[src/rtl/rc_pkg.sv]
// rtl/rc_pkg.sv - shared types and helpers for the relational cache row assembly path
package rc_pkg;

  localparam int LANES  = 16;
  localparam int LANE_W = 4;

  typedef logic [LANES-1:0] lane_mask_t;

  typedef enum logic {
    FILL = 1'b0,
    PEND = 1'b1
  } state_t;

  // Bit offset of lane k inside a packed row of lanes that are size bits wide.
  function automatic int lane_slice(input int k, input int size = 16);
    return k * size;
  endfunction

endpackage

[src/rtl/row_out_reg.sv]
// rtl/row_out_reg.sv - output row register with valid/ready hold for cache fill paths
module row_out_reg #(
  parameter int ROW_W  = 256,
  parameter int MASK_W = 16
) (
  input  logic              clk,
  input  logic              rstn,
  input  logic              load,
  input  logic [ROW_W-1:0]  row_in,
  input  logic [MASK_W-1:0] mask_in,
  input  logic              ready,
  output logic [ROW_W-1:0]  row,
  output logic [MASK_W-1:0] mask,
  output logic              valid,
  output logic              slot_free
);

  // The slot can take a new row when it is empty or its row leaves this cycle.
  assign slot_free = !valid | ready;

  // Load a new row (callers only load when slot_free), otherwise drop valid on acceptance
  // while holding row/mask stable.
  always_ff @(posedge clk or negedge rstn) begin
    if (!rstn) begin
      row   <= '0;
      mask  <= '0;
      valid <= 1'b0;
    end else if (load) begin
      row   <= row_in;
      mask  <= mask_in;
      valid <= 1'b1;
    end else if (valid && ready) begin
      valid <= 1'b0;
    end
  end

endmodule

[src/rtl/row_assembler16.sv]
// rtl/row_assembler16.sv - collects 16 demuxed column words into a row and hands it to cache fill
module row_assembler16
  import rc_pkg::*;
#(
  parameter int SIZE       = 16,
  parameter int AUTO_CLOSE = 1
) (
  input  logic                  i_clk,
  input  logic                  i_rstn,
  input  logic [SIZE-1:0]       i_lane_0,
  input  logic [SIZE-1:0]       i_lane_1,
  input  logic [SIZE-1:0]       i_lane_2,
  input  logic [SIZE-1:0]       i_lane_3,
  input  logic [SIZE-1:0]       i_lane_4,
  input  logic [SIZE-1:0]       i_lane_5,
  input  logic [SIZE-1:0]       i_lane_6,
  input  logic [SIZE-1:0]       i_lane_7,
  input  logic [SIZE-1:0]       i_lane_8,
  input  logic [SIZE-1:0]       i_lane_9,
  input  logic [SIZE-1:0]       i_lane_A,
  input  logic [SIZE-1:0]       i_lane_B,
  input  logic [SIZE-1:0]       i_lane_C,
  input  logic [SIZE-1:0]       i_lane_D,
  input  logic [SIZE-1:0]       i_lane_E,
  input  logic [SIZE-1:0]       i_lane_F,
  input  logic [LANE_W-1:0]     i_wr_sel,
  input  logic                  i_wr_en,
  input  logic                  i_last,
  input  logic                  i_flush,
  output logic                  o_wr_ready,
  output logic                  o_dup,
  output logic [LANES*SIZE-1:0] o_row,
  output logic [LANES-1:0]      o_mask,
  output logic                  o_valid,
  input  logic                  i_ready
);

  logic [SIZE-1:0]       lane_in   [LANES];
  logic [SIZE-1:0]       asm_lane  [LANES];
  logic [SIZE-1:0]       next_lane [LANES];
  logic [SIZE-1:0]       sel_data;
  logic [LANES*SIZE-1:0] row_next;
  lane_mask_t            asm_mask;
  lane_mask_t            next_mask;
  lane_mask_t            sel_onehot;
  state_t                state;
  state_t                state_nxt;
  logic                  in_fill;
  logic                  wr_acc;
  logic                  close;
  logic                  load;
  logic                  clear;
  logic                  slot_free;
  logic                  dup;

  assign lane_in[0]  = i_lane_0;
  assign lane_in[1]  = i_lane_1;
  assign lane_in[2]  = i_lane_2;
  assign lane_in[3]  = i_lane_3;
  assign lane_in[4]  = i_lane_4;
  assign lane_in[5]  = i_lane_5;
  assign lane_in[6]  = i_lane_6;
  assign lane_in[7]  = i_lane_7;
  assign lane_in[8]  = i_lane_8;
  assign lane_in[9]  = i_lane_9;
  assign lane_in[10] = i_lane_A;
  assign lane_in[11] = i_lane_B;
  assign lane_in[12] = i_lane_C;
  assign lane_in[13] = i_lane_D;
  assign lane_in[14] = i_lane_E;
  assign lane_in[15] = i_lane_F;

  // Only the lane addressed by the demux select carries meaningful data.
  assign sel_data   = lane_in[i_wr_sel];
  assign sel_onehot = lane_mask_t'(1) << i_wr_sel;

  // Inputs are only honoured in FILL; in PEND the buffer is frozen awaiting the slot.
  assign in_fill   = (state == FILL);
  assign wr_acc    = i_wr_en & in_fill;
  assign next_mask = asm_mask | (wr_acc ? sel_onehot : '0);

  // A flush closes on the post-write mask, so flush+write closes even from an empty buffer.
  assign close = in_fill & ((wr_acc & i_last)
                          | ((AUTO_CLOSE != 0) & wr_acc & (next_mask == '1))
                          | (i_flush & (next_mask != '0)));

  // Lane capture: the transferred row always includes a write landing in the same cycle.
  for (genvar k = 0; k < LANES; k++) begin : g_lane
    assign next_lane[k] = (wr_acc && (i_wr_sel == LANE_W'(k))) ? sel_data : asm_lane[k];
    assign row_next[lane_slice(k, SIZE) +: SIZE] = next_lane[k];

    // Hold or update one lane of the assembly buffer; cleared when its row moves out.
    always_ff @(posedge i_clk or negedge i_rstn) begin
      if (!i_rstn) begin
        asm_lane[k] <= '0;
      end else if (clear) begin
        asm_lane[k] <= '0;
      end else begin
        asm_lane[k] <= next_lane[k];
      end
    end
  end

  // Filled-lane mask of the assembly buffer.
  always_ff @(posedge i_clk or negedge i_rstn) begin
    if (!i_rstn) begin
      asm_mask <= '0;
    end else if (clear) begin
      asm_mask <= '0;
    end else begin
      asm_mask <= next_mask;
    end
  end

  // Duplicate-lane flag, a single-cycle pulse after the offending write.
  always_ff @(posedge i_clk or negedge i_rstn) begin
    if (!i_rstn) begin
      dup <= 1'b0;
    end else begin
      dup <= wr_acc & |(asm_mask & sel_onehot);
    end
  end

  assign o_dup = dup;

  // State register.
  always_ff @(posedge i_clk or negedge i_rstn) begin
    if (!i_rstn) begin
      state <= FILL;
    end else begin
      state <= state_nxt;
    end
  end

  // Next state and transfer control: move a closed row out as soon as the slot frees.
  always_comb begin
    state_nxt  = state;
    o_wr_ready = 1'b0;
    load       = 1'b0;
    clear      = 1'b0;
    case (state)
      FILL: begin
        o_wr_ready = 1'b1;
        if (close) begin
          if (slot_free) begin
            load  = 1'b1;
            clear = 1'b1;
          end else begin
            state_nxt = PEND;
          end
        end
      end
      PEND: begin
        if (slot_free) begin
          load      = 1'b1;
          clear     = 1'b1;
          state_nxt = FILL;
        end
      end
      default: state_nxt = FILL;
    endcase
  end

  row_out_reg #(
    .ROW_W (LANES*SIZE),
    .MASK_W(LANES)
  ) u_out (
    .clk      (i_clk),
    .rstn     (i_rstn),
    .load     (load),
    .row_in   (row_next),
    .mask_in  (next_mask),
    .ready    (i_ready),
    .row      (o_row),
    .mask     (o_mask),
    .valid    (o_valid),
    .slot_free(slot_free)
  );

endmodule

[config.mk]
export PLATFORM = sky130hd
export DESIGN_NAME = row_assembler16
export DESIGN_NICKNAME = d
export VERILOG_FILES = /design/src/rtl/rc_pkg.sv /design/src/rtl/row_out_reg.sv /design/src/rtl/row_assembler16.sv
export SDC_FILE = /design/constraint.sdc
export NUM_CORES = 1
export LEC_CHECK = 0
export CAP_MARGIN = 10
export CORE_MARGIN = 2
export CORE_UTILIZATION = 38
export DETAILED_ROUTE_END_ITERATION = 6
export GPL_ROUTABILITY_DRIVEN = 0
export GPL_TIMING_DRIVEN = 1
export PLACE_DENSITY = 0.62
export RECOVER_POWER = 25
export SKIP_CTS_REPAIR_TIMING = 1
export SYNTH_ARGS = -nofsm -noshare
export SYNTH_HDL_FRONTEND = slang
export SYNTH_SLANG_ARGS = --single-unit
export TNS_END_PERCENT = 30
[constraint.sdc]
create_clock -name i_clk -period 3.4 [get_ports i_clk]
set_clock_uncertainty 0.2 [all_clocks]
set_input_delay 0.68 -clock i_clk [delete_from_list [all_inputs] [get_ports i_clk]]
set_output_delay 0.68 -clock i_clk [all_outputs]
set_load 0.01 [all_outputs]
== After elaboration in Yosys (flattened, before gate mapping) ==
Index checks and enable logic that the tools add are counted.
Operators by class
  $lt $le $gt $ge: 1
  equal/unequal tests: 16
  shifts and indexed selects: 1
  muxes and demuxes: 46
  bitwise operators: 13
  reduce and logical (&&, ||, !) cells: 22
Operator list (count)
  $mux 16: 36
  $bmux 16 s4: 1
  $eq 4x4->1 const B: 8
  $logic_and 1x1->1: 17
  $and 16x16->16: 1
  $eq 16x16->1 const B: 1
  $eq 4x3->1 const B: 4
  $or 16x16->16: 1
  $reduce_bool 16->1: 1
  $reduce_or 16->1: 1
  $shl 1x4->16 const A: 1
  $eq 4x2->1 const B: 2
  $mux 1: 7
  $and 1x1->1: 6
  $ge 5x5->1 const B: 1
  $not 4->5: 1
  $eq 4x1->1 const B: 1
  $logic_not 4->1: 1
  $pmux 1 s2: 2
  $or 1x1->1: 3
  $reduce_bool 2->1: 1
  $logic_not 1->1: 1
  $not 1->1: 1
Word-level totals
  register bits after elaboration: 547
  input bits: 266
  output and inout port bits: 275
  logic and storage cells: 121

== Logic depth before layout (Yosys ltp) ==
Gate-level depths: netlist (run 1).
  depth after elaboration: 12
  gate-level depth with buffers: 13

== Modules after synthesis ==
From an unflattened synthesis (run 1), not the netlist that was laid out.
Second synthesis, totals
  cell total of the unflattened synthesis: 1723
  area total of the unflattened synthesis: 28559.9 µm²
Modules (own cells, without submodules)
  row_assembler16: times used 1, cells an instance 1146, area an instance 18252.5 µm²
  row_out_reg: times used 1, cells an instance 577, area an instance 10307.4 µm²

== Least setup slack after synthesis (run 1) ==
No wires, ideal clock.
  kind: input port to flip-flop
  from: in i_wr_sel[0]
  to: reg u_out.row[13]
  setup time: 0.130 ns
  arrival time: 2.773 ns
  setup slack: 0.297 ns
  stages on the path: 7
  cells stage by stage: buf_2 buf_1 mux4_2 mux4_2 clkbuf_1 mux2i_1 mux2i_1
Between the ends
  cells in the longest elaborated chain, start to end: 10
  elaborated cells on any way between the ends: 19
  those cells by class: eq/ne (1); shift (1); mux (7); bitwise (7); reduce/logical (3)
RTL lines
  start: declaration: RTL line row_assembler16.sv:26  | input logic [LANE_W-1:0] i_wr_sel,
  $shl 1x4->16: RTL line row_assembler16.sv:75  | assign sel_onehot = lane_mask_t'(1) << i_wr_sel;
  $mux 16: RTL line row_assembler16.sv:80  | assign next_mask = asm_mask | (wr_acc ? sel_onehot : '0);
  $or 16x16->16: RTL line row_assembler16.sv:80
  $eq 16x16->1: RTL line row_assembler16.sv:84  | | ((AUTO_CLOSE != 0) & wr_acc & (next_mask == '1))
  $and 1x1->1: RTL line row_assembler16.sv:84
  $or 1x1->1: RTL line row_assembler16.sv:84
  $or 1x1->1: RTL line row_assembler16.sv:85  | | (i_flush & (next_mask != '0)));
  $and 1x1->1: RTL line row_assembler16.sv:83  | assign close = in_fill & ((wr_acc & i_last)
  $mux 1: RTL line row_assembler16.sv:144  | if (close) begin
  $pmux 1 s2: RTL line row_assembler16.sv:141  | case (state)
  end signal: assignment: RTL line row_out_reg.sv:29  | row <= row_in;
  end: declaration: RTL line row_out_reg.sv:12  | output logic [ROW_W-1:0] row,
Parallel ways exist; a longest one is shown, timed or not. The select of a mux whose other input is x is not followed.
A chain may end at the register's enable or synchronous reset.

== Worst setup path after layout (run 1) ==
  from: in i_wr_en
  to: reg u_out.row[232]
Between the ends
  cells in the longest elaborated chain, start to end: 10
  elaborated cells on any way between the ends: 15
  those cells by class: eq/ne (1); mux (4); bitwise (8); reduce/logical (2)
RTL lines
  start: declaration: RTL line row_assembler16.sv:27  | input logic i_wr_en,
  $and 1x1->1 (*): RTL line row_assembler16.sv:79  | assign wr_acc = i_wr_en & in_fill;
  $mux 16: RTL line row_assembler16.sv:80
  $or 16x16->16: RTL line row_assembler16.sv:80
  $eq 16x16->1: RTL line row_assembler16.sv:84
  $and 1x1->1: RTL line row_assembler16.sv:84
  $or 1x1->1: RTL line row_assembler16.sv:84
  $or 1x1->1: RTL line row_assembler16.sv:85
  $and 1x1->1: RTL line row_assembler16.sv:83
  $mux 1: RTL line row_assembler16.sv:144
  $pmux 1 s2: RTL line row_assembler16.sv:141
Mark *: on every way between the ends. The rest lies on a longest branch, timed or not.

==> results of run 1 <==
-- kinds of logic after synthesis --
logic type / share of synthesized area
flops: 0.571
simple gates: 0.0553
compound gates: 0.00590
mux: 0.298
buf+inv: 0.0698
-- how the worst max path moves through the flow --
stage	cells after the start	from	slack [ps]	endpoint
after floorplan	7	i_wr_sel[0]	300	u_out.row[13]
after global placement	11	i_wr_en	-410	u_out.row[241]
after detailed placement	11	i_wr_en	-550	u_out.row[232]
after CTS	11	i_wr_en	40	u_out.row[238]
after global routing	11	i_wr_en	0.3	u_out.row[231]
final	11	i_wr_en	30	u_out.row[232]
-- flip-flops by register name (all words and copies together), names as in the netlist --
signal,count
u_out.row,256
o_dup,1
asm_lane,256
u_out.valid,1
u_out.mask,16
state,1
asm_mask,16
-- per-stage QoR --
stage | TNS, ps | cells | hold WS, ps | power [µW] | setup WS, ps
after global placement | -174110 | 3307 | 295 | 12200 | -410
after floorplan | 0 | 1909 | 184 | 9840 | 297
final | 0 | 3408 | 315 | 18000 | 29.6
after global routing | 0 | 3408 | 335 | 18800 | 0.265
after detailed placement | -225990 | 3307 | 305 | 12300 | -553
after CTS | 0 | 3404 | -109 | 18200 | 37.7
-- report_power, final --
part / internal (µW) / switching [µW]
Clock: 3330 / 2550
Combinational: 2320 / 2460
Sequential: 7010 / 354
-- layout make-up --
cell class | count | area [µm²]
repair buffers | 680 | 6990
fillers | 5342 | 29600
clock inverters | 18 | 169
clock buffers | 79 | 1560
inverters | 273 | 1020
flip-flops and latches | 547 | 13700
multi-input cells | 962 | 8640
well taps | 846 | 1060
diodes | 3 | 7.51
-- synthesized netlist by cell type, types with 2 or more instances --
cell type / instances / area (µm²)
dfrtp_1: 547 / 13700
mux2i_1: 530 / 5310
nor2_1: 278 / 1040
inv_1: 273 / 1020
mux4_2: 81 / 1820
clkbuf_1: 53 / 199
buf_2: 41 / 205
buf_4: 28 / 210
a21oi_1: 18 / 90.1
nand2_1: 14 / 52.6
and2_1: 9 / 56.3
nand4_1: 5 / 31.3
nor4_1: 4 / 25.0
buf_1: 3 / 11.3
nor2b_1: 3 / 18.8
a211oi_1: 2 / 15.0
buf_6: 2 / 22.5
mux2_2: 2 / 22.5
nand2b_1: 2 / 12.5
nor4bb_1: 2 / 20.0
o21ai_0: 2 / 10.0
-- layer usage --
layer,share of wire,global-route usage
met5,0,0
met4,0.047,0.105
met3,0.044,0.0299
met2,0.54,0.422
met1,0.37,0.261
-- critical path, stage by stage --
cell and delay (ps):
clkdlybuf4s50_1 590, nor4bb_2 500, buf_4 230, a21oi_1 90, nor4_1 350, nand4_1 150, nand2b_1 140, a221o_4 220
buf_12 190, buf_4 290, mux2i_1 250
==> key figures, run 1 <==
Min path
  • Worst Hold Path EP: asm_lane[195]
  • Hold Path Depth: 2
  • Worst min path class: reg -> reg
  • Hold Crit Start: asm_lane[195]

Setup path
  • Kind of start point of the critical path: input pin
  • Worst r2r path cells: 10
  • Worst path arrival time: 3690 ps
  • Reg-to-reg setup timing slack: 140 ps
  • R2R Path End: u_out.row[232]
  • Crit path kind: in -> reg
  • Critical Path RT: 3720 ps
  • R2r startpoint: state
  • CP Capture Type: flip-flop
  • Crit-path max FO: 17

Global routing
  • All-Layer GR Usage: 0.228
  • Gr ovfl total: 0
  • Largest net degree at the start of global routing: 77
  • Vias in the first global route: 17,500
  • Global-route wire length before repair: 109 mm
  • Antenna violations before repair: 6

Cells and area
  • Synthesis-to-finish area growth: 38.2%
  • Commonest non-fill, non-tap cell in the layout: dfrtp_1
  • Share of post-route cells with drive strength above 1: 0.122
  • Final std cell area, no fill: 0.0331 mm²
  • Nets: 2,786
  • Most frequent cells in the layout: 547 x dfrtp_1, 536 x clkdlybuf4s50_1, 530 x mux2i_1
  • Final Util: 0.528

Routing
  • ANT nets after route: 0
  • Routed length per instance: 21.9 µm
  • Router iterations before antenna repair: 6
  • DR vias/cell: 4.87
  • DRC Markers: 0
  • Vias after detailed routing: 16,600
  • Total Routed Length: 74.7 mm
  • Iter 0 DRT Violations: 1,062

Clock network
  • CTS tree: done
  • Clock H-tree levels: 2
  • Clock transition at path regs: 60 ps
  • TritonCTS Buffers: 56
  • Root Buffer: clkbuf_16
  • Clk Latency, worst-skew pair: 600 ps
  • CTS max path bufs: 3
  • CTS Sinks: 547

Die
  • Die Footprint: 0.0651 mm²
  • IO Count: 541
  • Die height: 255 µm
  • Initial core utilization: 0.382
  • Cell Rows: 92
  • Core Area: 0.0627 mm²
  • Die X: 255 µm

Synthesis
  • Netlist Area Pre-Place: 0.0240 mm²
  • Synth Flop Type: dfrtp_1
  • Post-synthesis sequential area ratio: 0.571
  • Post-Syn Instances: 1,909
  • Post-synth ARST share: 1.00
  • Syn nets: 2,175
  • Syn. warnings: 0
  • Synth Register Bits: 547
  • Count of distinct cell types in the synthesized netlist: 31
  • Number of synthesized flops with an enable pin: 0
  • Synthesized area per cell: 12.6 µm²

Power
  • Power density over the cells: 544 mW/mm²
  • Leakage: 0.0159 µW
  • Worst VDD drop: 0.344 mV

Timing
  • Worst slew margin: -0.514
  • Final Hold Viols: 0
  • RSZ-0062 raised after global routing: no
  • Tmin final: 3370 ps
  • Slew @ Worst Pin: 2270 ps
  • Number of setup violations in the final report: 0
  • Slew Limit Fails: 73
  • Fmax: 0.297 GHz
  • Final period util: 0.991

Placement
  • Hpwl dp: 54.4 mm
  • # port buffers: 540
  • Placed cell areas: 0.0314 mm²

Run status
  • Failing checks: max-capacitance violations, max-slew violations
  • Status: complete, but fails checks

Run
  • Max cap viols: 1
Power figures use the tool's default switching activity.
==> inputs of run 2 (changes only) <==
CORE_UTILIZATION = 35   (was 38)
PLACE_DENSITY = 0.58   (was 0.62)
==> run 2 against run 1 <==
Effect of this change:
- the run still ends with max-capacitance violations, max-slew violations left
- sequential power hardly changed
- setup slack gained 110 ps
- non-clock buffer count down 10
- utilization decreased by 3.5 points
- worst hold slack got worse by 3.5 ps
- critical endpoint is now asm_lane[90]
==> key figures, run 2 (same netlist as run 1, synthesis figures left out) <==
Run status
  • Status: complete, but fails checks
  • Failing checks: max-capacitance violations, max-slew violations

Setup path
  • Reg-to-reg setup timing slack: 250 ps (+110 ps)
  • Kind of start point of the critical path: input pin
  • Worst r2r path cells: 11 (+1)
  • R2R Path End: asm_lane[90]
  • Crit path kind: in -> reg
  • CP Capture Type: flip-flop
  • Critical Path, Cell by Cell: clkdlybuf4s50_1 > nor2b_1 > buf_4 > a21oi_1 > nand4_1 > nor2_1 > nand2_1 > a221o_4 > buf_12 > buf_12 > buf_12 > nor2_1
  • Crit path top cell by count: buf_12
  • Crit-path max FO: 44 (+27)
  • R2r startpoint: state
  • Crit path max-delay cell type: clkdlybuf4s50_1
  • Max incr delay on CP: 610 ps (+20 ps)
  • Critical Path RT: 3720 ps (about the same)
  • Worst path arrival time: 3580 ps (-110 ps)

Clock network
  • CTS Sinks: 547 (unchanged)
  • Clock H-tree levels: 2 (unchanged)
  • TritonCTS Buffers: 57 (+1.8%)
  • Clock transition at path regs: 60 ps (about the same)
  • CTS max path bufs: 3 (unchanged)
  • Clk Latency, worst-skew pair: 610 ps (about the same)
  • Root Buffer: clkbuf_16
  • CTS tree: done

Power
  • Pint: 13,100 µW (+3.8%)
  • Worst VDD drop: 0.382 mV (+11%)
  • NetSw: 5480 µW (+2.3%)
  • Net Sw Frac: 0.294 (-0.00303)
  • Sequential Power Share: 0.396 (-0.013)
  • Leakage: 0.0159 µW (+0.24%)
  • Comb power frac: 0.257 (-0.008)
  • Power density over the cells: 559 mW/mm² (+2.8%)
  • Clock power share: 0.347 (+0.021)

Routing
  • DR vias/cell: 4.85 (-0.37%)
  • Iter 0 DRT Violations: 985 (-7.3%)
  • Routed length per instance: 22.7 µm (+3.7%)
  • DRC Markers: 0 (unchanged)
  • Vias after detailed routing: 16,700 (+0.36%)
  • ANT nets after route: 0 (unchanged)
  • Router iterations before antenna repair: 4 (-2)
  • Total Routed Length: 78.0 mm (+4.5%)

Timing
  • Hold Slack: 311 ps (-3.52 ps)
  • RSZ-0062 raised after global routing: no
  • Final Hold Viols: 0 (unchanged)
  • Tmin final: 3260 ps (-108 ps)
  • Fmax: 0.306 GHz (+3.3%)
  • Final period util: 0.960 (-0.0317)
  • Number of setup violations in the final report: 0 (unchanged)
  • Worst slew margin: -0.486 (+0.0272)
  • Total negative slack: 0 ps (unchanged)
  • Setup ws final: 137 ps (+108 ps)
  • Slew Limit Fails: 61 (-16%)
  • Slew @ Worst Pin: 2230 ps (-40.9 ps)

Min path
  • Worst min path class: reg -> reg
  • Worst Hold Path EP: asm_lane[15]
  • Hold Path Depth: 2 (unchanged)
  • Hold Crit Start: asm_lane[15]

Global routing
  • Largest net degree at the start of global routing: 75 (-2.6%)
  • Gr ovfl total: 0 (unchanged)
  • Antenna violations before repair: 5 (-1)
  • Global-route wire length before repair: 114 mm (+4.6%)
  • All-Layer GR Usage: 0.218 (-0.0104)
  • Vias in the first global route: 17,900 (+2.2%)

Die
  • Die Footprint: 0.0706 mm² (+8.4%)
  • Die height: 266 µm (+4.1%)
  • IO Count: 541 (unchanged)
  • Cell Rows: 95 (+3.3%)
  • Die X: 266 µm (+4.1%)
  • Core Area: 0.0675 mm² (+7.6%)
  • Initial core utilization: 0.355 (-0.0271)

Cells and area
  • Most frequent cells in the layout: 547 x dfrtp_1, 536 x clkdlybuf4s50_1, 530 x mux2i_1
  • Share of post-route cells with drive strength above 1: 0.121 (-0.000154)
  • Final std cell area, no fill: 0.0333 mm² (+0.57%)
  • Biggest regs: asm_lane x256, u_out.row x256
  • Synthesis-to-finish area growth: 39.0%
  • Commonest non-fill, non-tap cell in the layout: dfrtp_1
  • Nets: 2,777 (-0.32%)

Placement
  • # port buffers: 540 (unchanged)
  • Hpwl dp: 55.4 mm (+1.8%)
  • Setup Slack @ Placement: -481 ps (+71.7 ps)
  • Placed cell areas: 0.0313 mm² (-0.34%)

Run
  • Max cap viols: 1 (unchanged)
## run 2: cell count changes in the layout (fill, tap and decap cells not counted), sizes merged
cell | before | now
diode | 3 | 6
clkinv | 12 | 11
bufinv | 2 | 7
buf | 137 | 124
inv | 276 | 274
clkinvlp | 1 | 6
clkbuf | 85 | 86
## run 2: worst max path at each step
stage	start	to	slack [ps]	depth (start not counted)
after floorplan	i_wr_sel[0]	u_out.row[13]	300	7
after global placement	i_wr_sel[2]	u_out.row[86]	-410	10
after detailed placement	i_wr_sel[2]	u_out.row[77]	-480	10
after CTS	i_wr_sel[2]	u_out.row[68]	170	10
after global routing	i_wr_sel[2]	asm_lane[130]	20	12
final	i_wr_sel[2]	asm_lane[90]	140	12
## run 2: worst max-delay path: cells and delay by family
kind / cells / cell delay (ps)
buffers and inverters: 5 / 1310
AND/OR/NAND/NOR: 5 / 720
AO/OA/AOI/OAI: 2 / 800
## run 2: power groups by stage
stage / Combinational (µW) / Sequential, µW / Clock, µW
floorplan: 2330 / 7520 / 0
global placement: 4710 / 7500 / 0
detailed placement: 4760 / 7500 / 0
CTS: 4780 / 7390 / 6610
global route: 5090 / 7420 / 6900
finish: 4790 / 7380 / 6460
## run 2: per-layer routing
| layer | share of wire | GRT usage | vias to the layer above | routed length (µm) |
|---|---|---|---|---|
| met5 | 0 | 0 | - | 0 |
| met4 | 0.033 | 0.0746 | 0 | 2550 |
| met3 | 0.039 | 0.0258 | 105 | 3070 |
| met2 | 0.56 | 0.421 | 499 | 43400 |
| met1 | 0.37 | 0.246 | 8531 | 29000 |
| li1 | - | - | 7519 | - |
## run 2: final cells by class
type | instances | area [µm²]
fillers | 5989 | 34200
clock buffers | 77 | 1600
diodes | 6 | 15.0
clock inverters | 25 | 338
inverters | 273 | 1020
repair buffers | 670 | 6920
multi-input cells | 962 | 8640
well taps | 873 | 1090
flip-flops and latches | 547 | 13700
## run 2: per-stage QoR
step                      total power (µW)  cells  utilization
final                                18600   3433        0.494
after global routing                 19400   3432        0.494
after CTS                            18800   3424        0.493
after detailed placement             12300   3322        0.464
after global placement               12200   3322        0.464
after floorplan                       9840   1909            -
==> inputs of run 3 (changes only) <==
RECOVER_POWER = 100   (was 25)
==> run 3 against run 2 <==
Effect of this change:
- the flow still finishes with violations (max-capacitance violations, max-slew violations)
- fmax up 0.20%
- sequential power is essentially flat
- flip-flop and latch count unchanged
==> key figures, run 3 (same netlist as run 1, synthesis figures left out) <==
Run status
  • Status: complete, but fails checks
  • Failing checks: max-capacitance violations, max-slew violations

Min path
  • Hold Path Depth: 2 (unchanged)
  • Worst min path class: reg -> reg

Cells and area
  • Synthesis-to-finish area growth: 38.8%
  • Commonest non-fill, non-tap cell in the layout: dfrtp_1
  • Most frequent cells in the layout: 547 x dfrtp_1, 530 x mux2i_1, 278 x nor2_1
  • Nets: 2,777 (unchanged)
  • Biggest regs: asm_lane x256, u_out.row x256
  • Final std cell area, no fill: 0.0333 mm² (-0.17%)
  • Share of post-route cells with drive strength above 1: 0.121 (-0.000392)

Timing
  • Slew @ Worst Pin: 2200 ps (-30.8 ps)
  • Total negative slack: 0 ps (unchanged)
  • Worst slew margin: -0.466 (+0.0205)
  • Slew Limit Fails: 62 (+1.6%)
  • Number of setup violations in the final report: 0 (unchanged)
  • RSZ-0062 raised after global routing: no
  • Fmax: 0.307 GHz (+0.20%)
  • Tmin final: 3260 ps (-6.35 ps)
  • Final Hold Viols: 0 (unchanged)
  • Setup ws final: 144 ps (+6.35 ps)
  • Final period util: 0.958 (-0.00187)
  • Hold Slack: 310 ps (-0.706 ps)

Die
  • IO Count: 541 (unchanged)
  • Cell Rows: 95 (unchanged)
  • Die X: 266 µm (unchanged)
  • Die Footprint: 0.0706 mm² (unchanged)
  • Initial core utilization: 0.355 (unchanged)
  • Die height: 266 µm (unchanged)
  • Core Area: 0.0675 mm² (unchanged)

Routing
  • Vias after detailed routing: 16,600 (-0.18%)
  • Router iterations before antenna repair: 5 (+1)
  • Total Routed Length: 78.0 mm (about the same)
  • ANT nets after route: 0 (unchanged)
  • Iter 0 DRT Violations: 929 (-5.7%)
  • DRC Markers: 0 (unchanged)
  • Routed length per instance: 22.7 µm (about the same)
  • DR vias/cell: 4.84 (-0.18%)

Setup path
  • Kind of start point of the critical path: input pin
  • Crit path kind: in -> reg
  • Worst path arrival time: 3580 ps (about the same)
  • Critical Path RT: 3720 ps (about the same)
  • Worst r2r path cells: 10 (-1)
  • Crit-path max FO: 44 (unchanged)
  • CP Capture Type: flip-flop
  • Max incr delay on CP: 610 ps (about the same)
  • Critical Path, Cell by Cell: clkdlybuf4s50_1 > nor2b_1 > buf_4 > a21oi_1 > nand4_1 > nor2_1 > nand2_1 > a221o_4 > buf_12 > buf_12 > buf_12 > nor2_1
  • Crit path top cell by count: buf_12
  • Crit path max-delay cell type: clkdlybuf4s50_1

Global routing
  • All-Layer GR Usage: 0.218 (unchanged)
  • Antenna violations before repair: 5 (unchanged)
  • Global-route wire length before repair: 114 mm (unchanged)
  • Largest net degree at the start of global routing: 75 (unchanged)
  • Gr ovfl total: 0 (unchanged)
  • Vias in the first global route: 17,900 (unchanged)

Placement
  • # port buffers: 540 (unchanged)
  • Setup Slack @ Placement: -481 ps (unchanged)
  • Placed cell areas: 0.0313 mm² (unchanged)
  • Hpwl dp: 55.4 mm (unchanged)

Power
  • Net Sw Frac: 0.297 (+0.00216)
  • Power density over the cells: 554 mW/mm² (-0.88%)
  • Sequential Power Share: 0.399 (+0.003)
  • Pint: 13,000 µW (-1.3%)
  • Clock power share: 0.350 (+0.003)
  • NetSw: 5470 µW (-0.32%)
  • Worst VDD drop: 0.382 mV (about the same)
  • Leakage: 0.0168 µW (+5.6%)
  • Tot Pwr: 18,400 µW (-1.0%)
  • Comb power frac: 0.250 (-0.007)

Clock network
  • CTS Sinks: 547 (unchanged)
  • Clk Latency, worst-skew pair: 610 ps (about the same)
  • Root Buffer: clkbuf_16
  • Clock H-tree levels: 2 (unchanged)
  • TritonCTS Buffers: 57 (unchanged)
  • Clock transition at path regs: 60 ps (about the same)
  • CTS max path bufs: 3 (unchanged)
  • CTS tree: done

Run
  • Max cap viols: 1 (unchanged)
-- run 3: cell types whose count changed in the layout (fill, tap and decap cells not counted), moves of 2 or more --
cell	previous run	this run
buf_6	2	5
clkbuf_2	5	8
dlygate4sd3_1	1	276
clkdlybuf4s50_1	536	261
clkbuf_4	0	2
buf_4	80	74
clkbuf_16	60	58
-- run 3: metal layers --
layer	GRT usage	vias up	routed length, µm
met5	0	-	0
met4	0.0746	0	2690
met3	0.0258	109	3100
met2	0.421	499	43300
met1	0.246	8505	28900
li1	-	7511	-
-- run 3: critical path: cells and delay by family --
family / cells / cell delay [ps]
compound gates: 2 / 800
buf+inv: 5 / 1310
simple gates: 5 / 730
-- run 3: worst paths after layout --
path | startpoint | slack, ps | end
worst max-delay path | i_wr_sel[2] | 140 | asm_lane[90]
worst min-delay path | asm_lane[15] | 310 | asm_lane[15]
worst max register to register | state | 220 | asm_lane[90]
worst min register to register | asm_lane[15] | 310 | asm_lane[15]
max in group asynchronous | i_rstn | 400 | u_out.row[182]
min in group asynchronous | i_rstn | 1080 | asm_lane[70]
-- run 3: power groups by stage --
stage,Combinational [µW],Clock (µW),Sequential [µW]
after CTS,4780,6610,7390
after detailed placement,4760,0,7500
after global routing,4910,6900,7410
final,4610,6460,7360
after global placement,4710,0,7500
after floorplan,2330,0,7520
-- run 3: metrics by stage --
step	std cells	util
5_1_grt	3432	0.493
3_3_place_gp	3322	0.464
3_5_place_dp	3322	0.464
4_1_cts	3424	0.493
6_report	3433	0.493
2_1_floorplan	1909	-
-- run 3: area by class of cell --
class / instances / area (µm²)
antenna: 6 / 15.0
clock buffer: 77 / 1600
timing repair buffer: 670 / 6870
sequential: 547 / 13700
inverter: 273 / 1020
clock inverter: 25 / 338
multi-input combinational: 962 / 8640
tap: 873 / 1090
fill: 5999 / 34200
